<file path="config.mk">
export PLATFORM = sky130hd
export DESIGN_NAME = hex_byte_parser
export DESIGN_NICKNAME = d
export VERILOG_FILES = /design/src/rtl/hex_parser_pkg.sv /design/src/rtl/hex_char_decode.sv /design/src/rtl/hex_byte_parser.sv
export SDC_FILE = /design/constraint.sdc
export NUM_CORES = 1
export LEC_CHECK = 0
export BUFFER_PORTS_ARGS = -buffer_cell sky130_fd_sc_hd__buf_2
export CELL_PAD_IN_SITES_DETAIL_PLACEMENT = 1
export CELL_PAD_IN_SITES_GLOBAL_PLACEMENT = 1
export CORE_ASPECT_RATIO = 1.5
export CORE_MARGIN = 1.5
export CORE_UTILIZATION = 40
export CTS_CLUSTER_DIAMETER = 200
export CTS_CLUSTER_SIZE = 24
export DETAILED_ROUTE_END_ITERATION = 6
export GPL_ROUTABILITY_DRIVEN = 0
export PLACE_DENSITY = 0.78
export SYNTH_ARGS = -nofsm -noshare
export SYNTH_HDL_FRONTEND = slang
export SYNTH_SLANG_ARGS = --single-unit
</file>
<file path="constraint.sdc">
create_clock -name clk -period 2.5 [get_ports clk]
set_input_delay 0.375 -clock clk [delete_from_list [all_inputs] [get_ports clk]]
set_output_delay 0.375 -clock clk [all_outputs]
set_load 0.02 [all_outputs]
</file>
<file path="src/rtl/hex_parser_pkg.sv">
`default_nettype none
// +----------------------------------------------------------------------+
// | hex_parser_pkg : shared constants for the ASCII hex byte parser      |
// | Rev 1.0                                                              |
// +----------------------------------------------------------------------+
package hex_parser_pkg;

   localparam logic [7:0] c_CR = 8'h0D;
   localparam logic [7:0] c_LF = 8'h0A;

   localparam logic [1:0] c_WAIT_HIGH = 2'd0;
   localparam logic [1:0] c_WAIT_LOW  = 2'd1;
   localparam logic [1:0] c_WAIT_TERM = 2'd2;
   localparam logic [1:0] c_DISCARD   = 2'd3;

   localparam logic [1:0] c_ERR_NONE    = 2'd0;
   localparam logic [1:0] c_ERR_BAD     = 2'd1;
   localparam logic [1:0] c_ERR_EARLY   = 2'd2;
   localparam logic [1:0] c_ERR_TIMEOUT = 2'd3;

   function automatic logic is_terminator(input logic [7:0] ch);
      return (ch == c_CR) || (ch == c_LF);
   endfunction

endpackage
`default_nettype wire

</file>
<file path="src/rtl/hex_char_decode.sv">
`default_nettype none
// +----------------------------------------------------------------------+
// | hex_char_decode : ASCII character to hex nibble, case-insensitive    |
// | Rev 1.0                                                              |
// +----------------------------------------------------------------------+
module hex_char_decode
   import hex_parser_pkg::*;
(
   input  logic [7:0] char_in,
   output logic [3:0] nibble,
   output logic       is_hex
);

   // Clearing bit 5 folds lowercase a-f onto A-F.
   logic [7:0] w_upper;
   assign w_upper = char_in & 8'hDF;

   always_comb begin
      nibble = 4'h0;
      is_hex = 1'b0;
      if (char_in >= 8'h30 && char_in <= 8'h39) begin
         nibble = char_in[3:0];
         is_hex = 1'b1;
      end else if (w_upper >= 8'h41 && w_upper <= 8'h46) begin
         nibble = char_in[3:0] + 4'd9;
         is_hex = 1'b1;
      end
   end

endmodule
`default_nettype wire

</file>
<file path="src/rtl/hex_byte_parser.sv">
`default_nettype none
// +----------------------------------------------------------------------+
// | hex_byte_parser : parses "HH<CR|LF>" commands into a byte value      |
// | Rev 1.0                                                              |
// +----------------------------------------------------------------------+
module hex_byte_parser
   import hex_parser_pkg::*;
#(
   parameter int unsigned TIMEOUT_CYCLES = 50_000_000
) (
   input  logic       clk,
   input  logic       rst,
   input  logic [7:0] rx_data,
   input  logic       new_rx_data,
   output logic [7:0] value,
   output logic       new_value,
   output logic       parse_error,
   output logic [1:0] err_code
);

   localparam int             CW        = (TIMEOUT_CYCLES > 0) ? $clog2(TIMEOUT_CYCLES + 1) : 1;
   localparam logic [CW-1:0]  c_LIMIT   = CW'(TIMEOUT_CYCLES);
   localparam logic [CW-1:0]  c_CNT_MAX = '1;

   logic [1:0]    r_state;
   logic [3:0]    r_high;
   logic [3:0]    r_low;
   logic [CW-1:0] r_cnt;
   logic [7:0]    r_value;
   logic          r_new_value;
   logic          r_parse_error;
   logic [1:0]    r_err_code;

   logic [3:0]    w_nibble;
   logic          w_is_hex;
   logic          w_is_term;
   logic          w_waiting;
   logic [CW-1:0] w_cnt_inc;
   logic          w_timeout;

   hex_char_decode u_decode (
      .char_in (rx_data),
      .nibble  (w_nibble),
      .is_hex  (w_is_hex)
   );

   assign w_is_term = is_terminator(rx_data);
   assign w_waiting = (r_state == c_WAIT_LOW) || (r_state == c_WAIT_TERM);
   assign w_cnt_inc = (r_cnt == c_CNT_MAX) ? r_cnt : r_cnt + 1'b1;
   // A byte in the expiry cycle wins: the timeout is only considered when idle.
   assign w_timeout = (TIMEOUT_CYCLES != 0) && w_waiting && !new_rx_data && (w_cnt_inc == c_LIMIT);

   always_ff @(posedge clk) begin
      if (rst) begin
         r_state       <= c_WAIT_HIGH;
         r_high        <= 4'h0;
         r_low         <= 4'h0;
         r_cnt         <= '0;
         r_value       <= 8'h00;
         r_new_value   <= 1'b0;
         r_parse_error <= 1'b0;
         r_err_code    <= c_ERR_NONE;
      end else begin
         r_new_value   <= 1'b0;
         r_parse_error <= 1'b0;
         if (new_rx_data) begin
            r_cnt <= '0;
            case (r_state)
               c_WAIT_HIGH: begin
                  if (w_is_hex) begin
                     r_high  <= w_nibble;
                     r_state <= c_WAIT_LOW;
                  end else if (!w_is_term) begin
                     r_parse_error <= 1'b1;
                     r_err_code    <= c_ERR_BAD;
                     r_state       <= c_DISCARD;
                  end
               end
               c_WAIT_LOW: begin
                  if (w_is_hex) begin
                     r_low   <= w_nibble;
                     r_state <= c_WAIT_TERM;
                  end else if (w_is_term) begin
                     r_parse_error <= 1'b1;
                     r_err_code    <= c_ERR_EARLY;
                     r_state       <= c_WAIT_HIGH;
                  end else begin
                     r_parse_error <= 1'b1;
                     r_err_code    <= c_ERR_BAD;
                     r_state       <= c_DISCARD;
                  end
               end
               c_WAIT_TERM: begin
                  if (w_is_term) begin
                     r_value     <= {r_high, r_low};
                     r_new_value <= 1'b1;
                     r_state     <= c_WAIT_HIGH;
                  end else begin
                     r_parse_error <= 1'b1;
                     r_err_code    <= c_ERR_BAD;
                     r_state       <= c_DISCARD;
                  end
               end
               default: begin
                  if (w_is_term)
                     r_state <= c_WAIT_HIGH;
               end
            endcase
         end else if (w_timeout) begin
            r_parse_error <= 1'b1;
            r_err_code    <= c_ERR_TIMEOUT;
            r_state       <= c_WAIT_HIGH;
            r_high        <= 4'h0;
            r_low         <= 4'h0;
            r_cnt         <= '0;
         end else if (w_waiting) begin
            r_cnt <= w_cnt_inc;
         end
      end
   end

   assign value       = r_value;
   assign new_value   = r_new_value;
   assign parse_error = r_parse_error;
   assign err_code    = r_err_code;

endmodule
`default_nettype wire

</file>
==> flow_results.org <==
** Yosys
- Proportion of synthesized flip-flops having asynchronous set or reset :: 0%
- In this run the biggest area consumer among cell types represents a little under a third of the synthesized area.
- The synthesized netlist devotes 8.36% of its cell area to XOR and XNOR gates.
- The share of the Yosys chip area taken by registers is 30.6%.
- Most frequently used flop master after synthesis :: sky130_fd_sc_hd__dfxtp_1
- Main combinational cell family by area after synthesis :: simple AND/OR/NAND/NOR gates
- Sorting the synthesized cells by area gives the leading types as sky130_fd_sc_hd__dfxtp_1 31%, sky130_fd_sc_hd__xnor2_1 5.3%, sky130_fd_sc_hd__nor2_1 4.4%, sky130_fd_sc_hd__ha_1 4.0%, sky130_fd_sc_hd__mux2i_1 3.8%.
- Yosys printed 0 warnings.
- Largest area contributor in the netlist :: sky130_fd_sc_hd__dfxtp_1
- Post-synthesis simple-gate area fraction :: roughly 34%
- Counting every net in the synthesized netlist gives 393.
- Cells after Synth :: approximately 370
- Compound-Gate Fraction of Synth Area :: roughly 14%
- In this run the cell area of the synthesized design comes to between 3000 and 4000 um2.
- Of the post-synthesis cell area, the part taken by muxes is 4.54%.
- The synthesized netlist devotes 3.98% of its cell area to adder and majority cells.
- The synthesized design contains 48 register bits.
- Leading post-synthesis cells by instance count :: 48 x sky130_fd_sc_hd__dfxtp_1, 37 x sky130_fd_sc_hd__nor2_1, 27 x sky130_fd_sc_hd__nand2_1
- Most numerous cell in the Yosys netlist :: sky130_fd_sc_hd__dfxtp_1
- Distinct cell type count of the synthesized netlist :: 59
- Dividing the synthesized area by the synthesized cell count gives 8.45 um2.
- Yosys mapped a number of flops with a built-in enable equal to 0.

** Floorplan
- Die area :: between 8000 and 9000 um2
- During I/O placement, the number of pins put on the boundary was 23.
- The initialized floorplan defines 39 standard-cell rows.
- The floorplan step set the die height to ~110 um.
- Initial cell density of the core :: between 40 and 50%
- The die is 75.4 um wide.
- Placeable core region :: ~7600 um2

** Place
- DP Worst Slack :: -0.138 ns
- Dpl cells :: 527
- Count of buffers from port buffering :: 22
- Detailed placer's ending HPWL :: 7.31 mm

** Critical path
- STA puts the critical path data arrival time at ~2.9 ns.
- Count of cells along the worst register-to-register path :: 7
- Critical Path Fanout Max :: 5
- Crit path capture :: err_code[1]$_SDFFE_PP0P_
- Data on the critical path is required at its endpoint by 2.73 ns.
- RR Startpoint :: r_cnt[17]$_SDFFE_PP0N_
- In this run the worst setup path begins at r_cnt[17]$_SDFFE_PP0N_.
- The endpoint identified for the worst register-to-register timing path is err_code[1]$_SDFFE_PP0P_.
- The critical path is of the register to register type.
- STA classifies the critical path endpoint as a register.
- In this run the register-to-register setup slack is -0.17 ns.
- Nature of the critical path startpoint :: register

** Clock tree
- The clock passes through at most 2 buffers.
- At the later pin of the worst-skew pair, clock insertion delay measures roughly 0.30 ns.
- In this run the number of H-tree levels came out at 2.
- Number of buffers inserted for hold repair after clock tree synthesis :: 0
- Counting the buffers created by CTS gives 5.
- TritonCTS clock tree :: built
- Clock-pin slew was measured on the worst setup and hold paths at about 0.070 ns.
- In this run the clock root is driven by a sky130_fd_sc_hd__clkbuf_16.
- Sinks on Clock Net :: 48

** Timing
- For this run, the top clock speed supported by timing is ~370 MHz.
- For the finished layout, the period the worst path requires is approximately 2.7 ns.
- Maximum clock skew at final layout :: between 0.006 and 0.007 ns
- Measured against its own limit, the worst slew margin works out to a little over three fifths.
- In the post-route analysis, the smallest setup slack over all paths is -0.172 ns.
- Final Max Tran Viols :: 0
- Setup-failing EPs final :: 25
- Total negative setup slack :: -3.53 ns
- The final critical path takes up 107% of the cycle.
- Setup repair after global routing could not meet its margin everywhere.
- For the pin with the worst max-slew slack, the measured transition is about 0.55 ns.
- Final-report hold violation count :: 0

** GRT
- Gr usage total :: between 20 and 30%
- The number of antenna violations at the first check in global routing is 0.
- The number of global-route vias before repair was 3,461.
- Entering global routing, the biggest net connects 27 pins.
- For this run the aggregate overflow at the end of global routing stands at 0.
- The first global-routing pass estimated 17.5 mm of wire.

** Routing
- Post-route DRC :: 0
- The routed layout has around 3.2k vias.
- The first detailed-routing pass took 4 iterations.
- Using the TritonRoute via totals, the vias-per-cell ratio works out to 5.88.
- The first routing iteration left ~120 violations.
- Average wire per cell in the routed design :: between 20 and 25 um
- Number of routed nets with antenna violations :: 0
- Wire length reported by the detailed router :: approximately 11 mm

** Power and ir drop
- Of the total power, combinational logic draws ~17%.
- For this design the total switching power over the nets is ~0.56 mW.
- The share of total power dissipated in sequential elements is around two fifths.
- Worst VDD drop :: around 0.47 mV
- The internal portion of the total power is around 1.5 mW.
- Switching Fraction :: a little over a quarter
- After layout, the design draws a total of 2.05 mW.
- Power spread over the standard cell area amounts to 492 nW/um2.
- The analysis attributes to cell leakage a power of around 1.6 nW.
- The share of total power dissipated in the clock network is about 44%.

** Finish
- Nets :: around 460
- For this run, the number of standard cells in the final layout without fillers is 543.
- Final-layout fill cell count :: slightly above 900
- Synthesis-to-layout area growth :: 32.5%
- Number of inserted diodes :: 0
- At the end of the flow the core is filled with cells to 54.7%.
- Ratio of cells with drive above 1 in the final layout :: 34.0%

** Run
- The tool flagged a number of max-cap violations equal to 0.

** Min path
- The tightest min-delay check is of the input pin to register type.

** Outcome
- The flow ran to the end, but the final reports show violations.
- Violated checks :: setup timing
==> sequential cells by signal (all words and copies together) (netlist names) <==
signal       count
parse_error      1
err_code         2
new_value        1
r_state          2
r_low            4
r_high           4
value            8
r_cnt           26
==> placed cells by master (no fill, tap or decap), types with 3 or more instances in the layout <==
cell type and n:
sky130_fd_sc_hd__nor3_2 3, sky130_fd_sc_hd__nor3b_1 10, sky130_fd_sc_hd__ha_1 9, sky130_fd_sc_hd__a211o_1 3
sky130_fd_sc_hd__or4_4 3, sky130_fd_sc_hd__o22ai_2 3, sky130_fd_sc_hd__inv_1 9, sky130_fd_sc_hd__nor2_1 37
sky130_fd_sc_hd__a21oi_2 4, sky130_fd_sc_hd__dfxtp_1 40, sky130_fd_sc_hd__nor4_4 5, sky130_fd_sc_hd__nand3b_1 10
sky130_fd_sc_hd__or3_1 3, sky130_fd_sc_hd__a21boi_0 3, sky130_fd_sc_hd__nand4_1 11, sky130_fd_sc_hd__xor2_1 11
sky130_fd_sc_hd__buf_4 61, sky130_fd_sc_hd__o22ai_1 6, sky130_fd_sc_hd__a21oi_1 7, sky130_fd_sc_hd__nand2b_1 7
sky130_fd_sc_hd__dfxtp_2 8, sky130_fd_sc_hd__a31oi_1 3, sky130_fd_sc_hd__nand3_2 3, sky130_fd_sc_hd__and3_1 8
sky130_fd_sc_hd__xnor2_1 18, sky130_fd_sc_hd__o21ai_1 3, sky130_fd_sc_hd__and4_1 3, sky130_fd_sc_hd__nand2_1 26
sky130_fd_sc_hd__nand3_1 19, sky130_fd_sc_hd__clkbuf_16 5, sky130_fd_sc_hd__nor2b_1 6, sky130_fd_sc_hd__nor3_1 6
sky130_fd_sc_hd__buf_2 22, sky130_fd_sc_hd__o21ai_0 4, sky130_fd_sc_hd__mux2i_1 12
==> logic make-up (layout without fill, tap and decap cells) <==
logic type,after synthesis,count (layout)
compound gates,58,58
xor+xnor,30,30
simple gates,178,178
buf+inv,34,103
mux,14,14
flops,48,48
fa+ha+maj,10,10
==> power by group through the flow <==
stage / combinational (mW) / clock [mW] / sequential, mW
after floorplan: 0.199 / 0 / 0.817
after global placement: 0.315 / 0 / 0.811
after detailed placement: 0.326 / 0 / 0.812
after CTS: 0.337 / 0.911 / 0.795
after global routing: 0.377 / 0.941 / 0.797
final: 0.351 / 0.904 / 0.795
==> routing by layer <==
layer,share of wire (%),wire (um),global-route usage [%],vias up
met5,0,0,0,-
met4,6.1,667,17.6,0
met3,3.2,352,4.62,45
met2,56,6160,49.4,97
met1,35,3830,27.7,1570
li1,-,-,-,1483
==> how the worst min path moves through the flow <==
stage | startpoint | slack [ns] | end | depth (start not counted)
3_5_place_dp | r_low[3]$_SDFFE_PP0P_ | 0.48 | r_low[3]$_SDFFE_PP0P_ | 2
6_report | new_rx_data | 0.42 | parse_error$_SDFF_PP0_ | 3
3_3_place_gp | value[2]$_SDFFE_PP0P_ | 0.47 | value[2]$_SDFFE_PP0P_ | 2
5_1_grt | new_rx_data | 0.43 | parse_error$_SDFF_PP0_ | 3
4_1_cts | new_rx_data | 0.43 | parse_error$_SDFF_PP0_ | 3
2_1_floorplan | r_high[3]$_SDFFE_PP0P_ | 0.45 | r_high[3]$_SDFFE_PP0P_ | 2
==> final cells by class <==
class / count / area [um2] / area share [%]
Inverter: 9 / 33.8 / 0.812
Clock buffer: 5 / 125 / 3.01
Tap cell: 102 / 128 / 3.07
Multi-Input combinational cell: 290 / 2230 / 53.6
Clock inverter: 3 / 68.8 / 1.65
Timing Repair Buffer: 86 / 606 / 14.5
Sequential cell: 48 / 971 / 23.3
==> critical path: stages, from the launching register on <==
cell and delay, ns:
sky130_fd_sc_hd__dfxtp_2 0.36, sky130_fd_sc_hd__nand4_4 0.20, sky130_fd_sc_hd__or3_4 0.47, sky130_fd_sc_hd__or3_1 0.40
sky130_fd_sc_hd__a21oi_2 0.23, sky130_fd_sc_hd__o2111ai_2 0.22, sky130_fd_sc_hd__or4_4 0.57, sky130_fd_sc_hd__a21oi_2 0.15
==> timing repair <==
action	4_1_cts	5_1_grt
setup buffers	5	2
setup endpoints to repair	25	25
pin swaps	15	6
gates resized for setup	18	12
cloned	1	0
==> per-stage QoR <==
stage | hold slack [ns] | instance area, um2
2_1_floorplan | 0.455 | 3220
3_3_place_gp | 0.470 | 3750
3_5_place_dp | 0.476 | 3750
4_1_cts | 0.426 | 4080
5_1_grt | 0.435 | 4160
6_report | 0.420 | 4160
Note: power is estimated with default switching activity, not from simulation.
